$ cat config.mk
export PLATFORM = sky130hd
export DESIGN_NAME = mem_arbiter
export DESIGN_NICKNAME = d
export VERILOG_FILES = /design/src/rtl/mem_arbiter.sv
export SDC_FILE = /design/constraint.sdc
export NUM_CORES = 1
export LEC_CHECK = 0
export ABC_CLOCK_PERIOD_IN_PS = 6000
export BUFFER_PORTS_ARGS = -buffer_cell sky130_fd_sc_hd__buf_4
export CAP_MARGIN = 0
export CORE_UTILIZATION = 35
export DETAILED_ROUTE_END_ITERATION = 12
export PLACE_DENSITY = 0.64
export SETUP_SLACK_MARGIN = 0.5
export SYNTH_ARGS = -nofsm -noshare
export SYNTH_HDL_FRONTEND = slang
export SYNTH_SLANG_ARGS = --single-unit
$ cat constraint.sdc
create_clock -name clk -period 6 [get_ports clk]
set_clock_uncertainty 0.05 [all_clocks]
set_input_delay 0.6 -clock clk [delete_from_list [all_inputs] [get_ports clk]]
set_output_delay 0.6 -clock clk [all_outputs]
set_load 0.02 [all_outputs]
$ cat src/rtl/mem_arbiter.sv
// Two-port (fetch/data) arbiter for a single-ported unified memory with fixed read latency MEM_LAT.
// Define MEM_ARB_RR_EN to replace fixed data-first priority with round-robin on ties.
module mem_arbiter #(
    parameter int unsigned MEM_LAT = 2
) (
    input  logic        clk,
    input  logic        rst,
    input  logic        if_rd,
    input  logic [15:0] if_addr,
    input  logic        dm_rd,
    input  logic        dm_wr,
    input  logic [15:0] dm_addr,
    input  logic [15:0] dm_wdata,
    output logic [15:0] if_rdata,
    output logic [15:0] dm_rdata,
    output logic        if_done,
    output logic        dm_done,
    output logic        if_stall,
    output logic        dm_stall,
    output logic        mem_en,
    output logic        mem_wr,
    output logic [15:0] mem_addr,
    output logic [15:0] mem_wdata,
    input  logic [15:0] mem_rdata,
    output logic        err
);

    typedef enum logic [1:0] {IDLE, ISSUE, WAIT, DONE} state_e;

    state_e      state_q;
    logic [2:0]  cnt_q;
    logic        sel_dm_q;
    logic        wr_q;
    logic        err_q;
    logic        if_done_q, dm_done_q;
    logic [15:0] if_rdata_q, dm_rdata_q;
    logic        mem_en_q, mem_wr_q;
    logic [15:0] mem_addr_q, mem_wdata_q;
`ifdef MEM_ARB_RR_EN
    logic        last_dm_q;
`endif

    logic dm_req, dm_fault, if_fault, dm_ok, if_ok;
    logic grant_dm_d, grant_if_d;

    // A faulty request only poisons its own port; the other port may still win.
    always_comb begin
        dm_req   = dm_rd | dm_wr;
        dm_fault = (dm_rd & dm_wr) | (dm_req & dm_addr[0]);
        if_fault = if_rd & if_addr[0];
        dm_ok    = dm_req & ~dm_fault;
        if_ok    = if_rd & ~if_fault;
`ifdef MEM_ARB_RR_EN
        grant_dm_d = dm_ok & (~if_ok | ~last_dm_q);
`else
        grant_dm_d = dm_ok;
`endif
        grant_if_d = if_ok & ~grant_dm_d;
    end

    // NOTE: every register here uses <= so all updates see pre-edge values; the
    // memory outputs and done pulses default to 0 and are set only where they apply.
    always_ff @(posedge clk or posedge rst) begin
        if (rst) begin
            state_q     <= IDLE;
            cnt_q       <= '0;
            sel_dm_q    <= 1'b0;
            wr_q        <= 1'b0;
            err_q       <= 1'b0;
            if_done_q   <= 1'b0;
            dm_done_q   <= 1'b0;
            if_rdata_q  <= '0;
            dm_rdata_q  <= '0;
            mem_en_q    <= 1'b0;
            mem_wr_q    <= 1'b0;
            mem_addr_q  <= '0;
            mem_wdata_q <= '0;
`ifdef MEM_ARB_RR_EN
            last_dm_q   <= 1'b0;
`endif
        end else begin
            if_done_q   <= 1'b0;
            dm_done_q   <= 1'b0;
            mem_en_q    <= 1'b0;
            mem_wr_q    <= 1'b0;
            mem_addr_q  <= '0;
            mem_wdata_q <= '0;
            case (state_q)
                IDLE: begin
                    if (dm_fault | if_fault) err_q <= 1'b1;
                    if (grant_dm_d | grant_if_d) begin
                        state_q     <= ISSUE;
                        sel_dm_q    <= grant_dm_d;
                        wr_q        <= grant_dm_d & dm_wr;
                        mem_en_q    <= 1'b1;
                        mem_wr_q    <= grant_dm_d & dm_wr;
                        mem_addr_q  <= grant_dm_d ? dm_addr : if_addr;
                        mem_wdata_q <= (grant_dm_d & dm_wr) ? dm_wdata : '0;
`ifdef MEM_ARB_RR_EN
                        last_dm_q   <= grant_dm_d;
`endif
                    end
                end
                ISSUE: begin
                    state_q <= WAIT;
                    cnt_q   <= 3'(MEM_LAT - 1);
                end
                WAIT: begin
                    if (cnt_q == 3'd0) begin
                        state_q <= DONE;
                        if (sel_dm_q) begin
                            dm_done_q <= 1'b1;
                            if (!wr_q) dm_rdata_q <= mem_rdata;
                        end else begin
                            if_done_q  <= 1'b1;
                            if_rdata_q <= mem_rdata;
                        end
                    end else begin
                        cnt_q <= cnt_q - 3'd1;
                    end
                end
                DONE:    state_q <= IDLE;
                default: state_q <= IDLE;
            endcase
        end
    end

    assign if_rdata  = if_rdata_q;
    assign dm_rdata  = dm_rdata_q;
    assign if_done   = if_done_q;
    assign dm_done   = dm_done_q;
    assign if_stall  = if_rd & ~if_done_q;
    assign dm_stall  = (dm_rd | dm_wr) & ~dm_done_q;
    assign mem_en    = mem_en_q;
    assign mem_wr    = mem_wr_q;
    assign mem_addr  = mem_addr_q;
    assign mem_wdata = mem_wdata_q;
    assign err       = err_q;

endmodule

---- Yosys cells after proc, flatten, opt, wreduce, memory -nomap -nowiden ----
Index checks and enable logic that the tools add are counted.
storage, ports and cells
  output and inout bits ................... 71
  register bits after elaboration ......... 76
  bits of input ports ..................... 69
  logic and storage cells ................. 70
cells by class
  reduce and logical (&&, ||, !) cells .... 9
  add/subtract/negate cells ............... 1
  eq/ne operators ......................... 6
  mux-type cells .......................... 21
  bitwise gates (word level) .............. 20
operators by type and width
  kind                                               count
  two-way mux 16 bit                                 6
  two-way mux 1 bit                                  10
  AND 1 bit                                          9
  case mux 2 bit (4 select lines)                    1
  AND reduction 2 bit                                4
  NOT 1 bit                                          7
  inequality test 2 bit (second input constant)      3
  case mux 3 bit (2 select lines)                    1
  == test 2 bit (second input constant)              2
  two-way mux 2 bit                                  2
  OR 1 bit                                           4
  AND reduction 4 bit                                1
  logical NOT 3 bit                                  1
  two-way mux 3 bit                                  1
  AND reduction 3 bit                                1
  subtractor 3 x 1 -> 3 bit (second input constant)  1
  == test 2 x 1 -> 1 bit (second input constant)     1
  logical NOT 2 bit                                  1
  nonzero test 2 bit                                 1

---- Longest topological paths before layout ----
  depth in word-level cells ............... 10
  gate-level depth with buffers ........... 8
  depth with buffers taken out ............ 7

---- Least setup slack after synthesis ----
OpenSTA, ideal clock, no wires.
  path kind ............................... reg2reg
  start point ............................. reg cnt_q[0]
  end point ............................... reg dm_rdata_q[0] (netlist: dm_rdata[0])
  required time ........................... 5.825 ns
  slack ................................... 4.186 ns
  buffers on the path ..................... 2
  library setup time ...................... 0.125 ns
  clock period less this slack ............ 1.814 ns
  data arrival time ....................... 1.639 ns
  cell stages (with the launch flop) ...... 9
  cells stage by stage .................... dfrtp_1 -> inv_1 -> ha_1 -> ha_1 -> and3_1 -> nand2b_1 -> buf_6 -> buf_6 -> mux2_2
between the ends
  cells in the longest elaborated chain, start to end .. 2
RTL lines
  item                                  RTL line  text
  start, declared                       31        logic [2:0] cnt_q;
  start signal, assigned                106       cnt_q <= 3'(MEM_LAT - 1);
  start signal, assigned                119       cnt_q <= cnt_q - 3'd1;
  logical NOT 3 bit                     109       if (cnt_q == 3'd0) begin
  AND reduction 4 bit (no source line)  --
  end signal, assigned                  113       if (!wr_q) dm_rdata_q <= mem_rdata;
  end, declared                         36        logic [15:0] if_rdata_q, dm_rdata_q;
Every way passes these cells.
A chain may end at the register's enable or synchronous reset.

---- Final worst setup path ----
  start point ............................. reg cnt_q[0]
  end point ............................... reg dm_rdata_q[15] (netlist: dm_rdata[15])
The elaborated chain is that of the path after synthesis.

==> flow_metrics.tcl <==
set metrics [dict create \
    outcome "finished clean" \
    rsz0062_at_grt "false" \
    pwr-share-seq 0.384 \
    p_comb_frac 0.400 \
    die_area_um2 9160 \
    p_leak_nw 2.29 \
    post_route_cells_drive_above_1_share 0.540 \
    cp-start-kind "flip-flop" \
    instances_no_fill 479 \
    intPower_mw 1.31 \
    nets 443 \
    met3_length_um 636 \
    syn-num-nets 302 \
    m1WireLength_um 3040 \
    row_count 33 \
    yosysUniqueCellTypes 29 \
    yosysTopAreaCell "dfrtp_1" \
    num-fill-cells 766 \
    switching_share 0.333 \
    die_height_um 95.7 \
    clk_pin_slew_worst_paths_ns 0.08 \
    grt_usage 0.163 \
    relSlewSlack 0.358 \
    timing.rr.start "cnt_q[0]" \
    wl_per_cell_um 14.7 \
    die_x_um 95.7 \
    worst_pin_slew_ns 0.963 \
    syn_area_um2 3070 \
    viasPerCell 4.54 \
    p_per_area_nw_per_um2 449 \
    min_period_over_period 0.380 \
    crit_end "dm_rdata[15]" \
    syn_avg_cell_area_um2 13.5 \
    min_path_cells 2 \
    core_area_um2 8340 \
    setup_viol_count_final 0 \
    initial_utilization 0.369 \
    top_layer_used "met4" \
    switchingPower_uw 655 \
    crit_arrival_ns 2.46 \
    clock-root-buffer "clkbuf_8" \
    power_frac_clock 0.216 \
    wl_um 7040 \
    path_max_fanout 16 \
    period_needed_ns 2.28 \
    hold_class "input pin to flip-flop" \
    drt-initial-drc-count 66 \
    power.total_mw 1.97 \
    synth.yosys.seq_area_share 0.619 \
    synth-edff-count 0 \
    ys_top_cells_by_area "dfrtp_1, mux2_4, mux2_2" \
    r2r_end "dm_rdata[15]" \
    r2r_slack_ns 3.72 \
    grt_pass1_vias 2257 \
    cts.path.max_buffers 2 \
    criticalPathCategory "flip-flop to flip-flop" \
    diodes 0 \
    reg2reg_depth 6 \
    place_ws_ns 3.67 \
    gp_congestion 0.760 \
    drc 0 \
    hold_buffers 0 \
    port_buffers 139 \
    end_kind "flip-flop" \
    hpwl_um 5190 \
    dr.pass1.iters 4 \
    yosysTopAreaCellShare 0.619 \
    regArea_um2 1900 \
    finalHoldViolations 0 \
    yosys_warnings 0 \
    htree_num_levels 3 \
    clock_latency_ns 0.33 \
    post-cts-setup-buffer-count 0 \
    cts_resized 0 \
    cts_tree "built" \
    dp_cells 463 \
    numCtsBuffers 9 \
    crit_required_ns 6.17 \
    ios 140 \
    via_count 2173 \
    slew_violations 0 \
    ys_seq_elements 76 \
    wl_met2_um 3250 \
    synthArstFlopShare 1.00 \
    crit_start "cnt_q[0]" \
    maxCapViolCount 0 \
    cts.sinks 76 \
    yosysMostFrequentCell "dfrtp_1" \
    fmax_mhz 438 \
    grt_pass1_wl_um 11000 \
    setup_slack_ns 3.72 \
    synth_cells 228 \
    antenna_found_initial 0 \
    multi_input_area_um2 1050 \
    grt_max_degree 77 \
    tns_ns 0 \
    peakVddDrop_v 0.000127 \
    grt_overflow 0 \
    syn_to_final_growth_pct 42.6 \
    synthFlopType "dfrtp_1" \
    antenna_left 0 \
    synth_commonest_cells "dfrtp_1, nand2_1, mux2_2" \
]
state kept, by name, indices dropped and copies added (netlist names):
register,count
if_done,1
mem_en,1
mem_wr,1
if_rdata,16
mem_wdata,16
mem_addr,16
wr_q,1
cnt_q,3
err,1
dm_rdata,16
sel_dm_q,1
dm_done,1
state_q,2
cell families after synthesis:
kind of cell / Yosys count / synth area share
buffers and inverters: 19 / 0.0407
other: 1 / 0.00122
xor gates and xnor gates: 2 / 0.00570
and+or+nand+nor: 65 / 0.107
adders and majority gates: 5 / 0.0204
AOI/OAI and AO/OA: 27 / 0.0655
DFF: 76 / 0.619
muxes: 33 / 0.140
layout make-up:
type,instances,area share
repair buffers,140,0.240
flip-flops and latches,76,0.434
inverters,9,0.00799
multi-input cells,133,0.239
clock buffers,12,0.0331
clock inverters,4,0.0166
well taps,105,0.0300
worst min-delay path by stage:
stage                            start            end
after global placement             err            err
after detailed placement           err            err
final                      dm_wdata[0]   mem_wdata[0]
after floorplan                   wr_q           wr_q
after CTS                  dm_wdata[0]   mem_wdata[0]
after global routing      dm_wdata[13]  mem_wdata[13]
routing by layer:
metal,vias up,GRT usage
met1,1034,0.205
met2,103,0.255
met5,-,0
li1,1026,-
met3,10,0.0513
met4,0,0.0784
power groups by stage:
| stage | logic, mW | registers, mW | clock network, mW |
|---|---|---|---|
| after floorplan | 0.325 | 0.917 | 0 |
| after global placement | 0.779 | 0.763 | 0 |
| after detailed placement | 0.797 | 0.765 | 0 |
| after CTS | 0.799 | 0.757 | 0.440 |
| after global routing | 0.853 | 0.773 | 0.460 |
| final | 0.788 | 0.755 | 0.424 |
critical path: stages (launching register included):
cell,delay (ns)
dfrtp_1,0.39
inv_1,0.06
ha_1,0.20
ha_1,0.22
and3_1,0.19
nand2b_1,0.65
mux2_2,0.42
layout by cell type (no fill, tap or decap), drive strengths merged, types with 2 or more instances in the layout:
cell / netlist / final
buf: 9 / 140
dfrtp: 76 / 76
nand2: 36 / 36
mux2: 33 / 33
a21oi: 18 / 18
and2: 16 / 16
clkbuf: 1 / 12
inv: 9 / 8
o21ai: 6 / 6
ha: 5 / 5
nor2: 3 / 3
xor2: 2 / 2
and2b: 2 / 2
a21o: 2 / 2
nand2b: 2 / 2
clkinv: 0 / 2
bufinv: 0 / 2
through the flow:
stage | util | hold WS (ns) | cell area (µm²)
after floorplan | - | 0.390 | 3070
after global placement | 0.500 | 0.404 | 4170
after detailed placement | 0.500 | 0.407 | 4170
after CTS | 0.526 | 0.390 | 4380
after global routing | 0.526 | 0.403 | 4380
final | 0.526 | 0.414 | 4380
(Power assumes the default switching activity.)
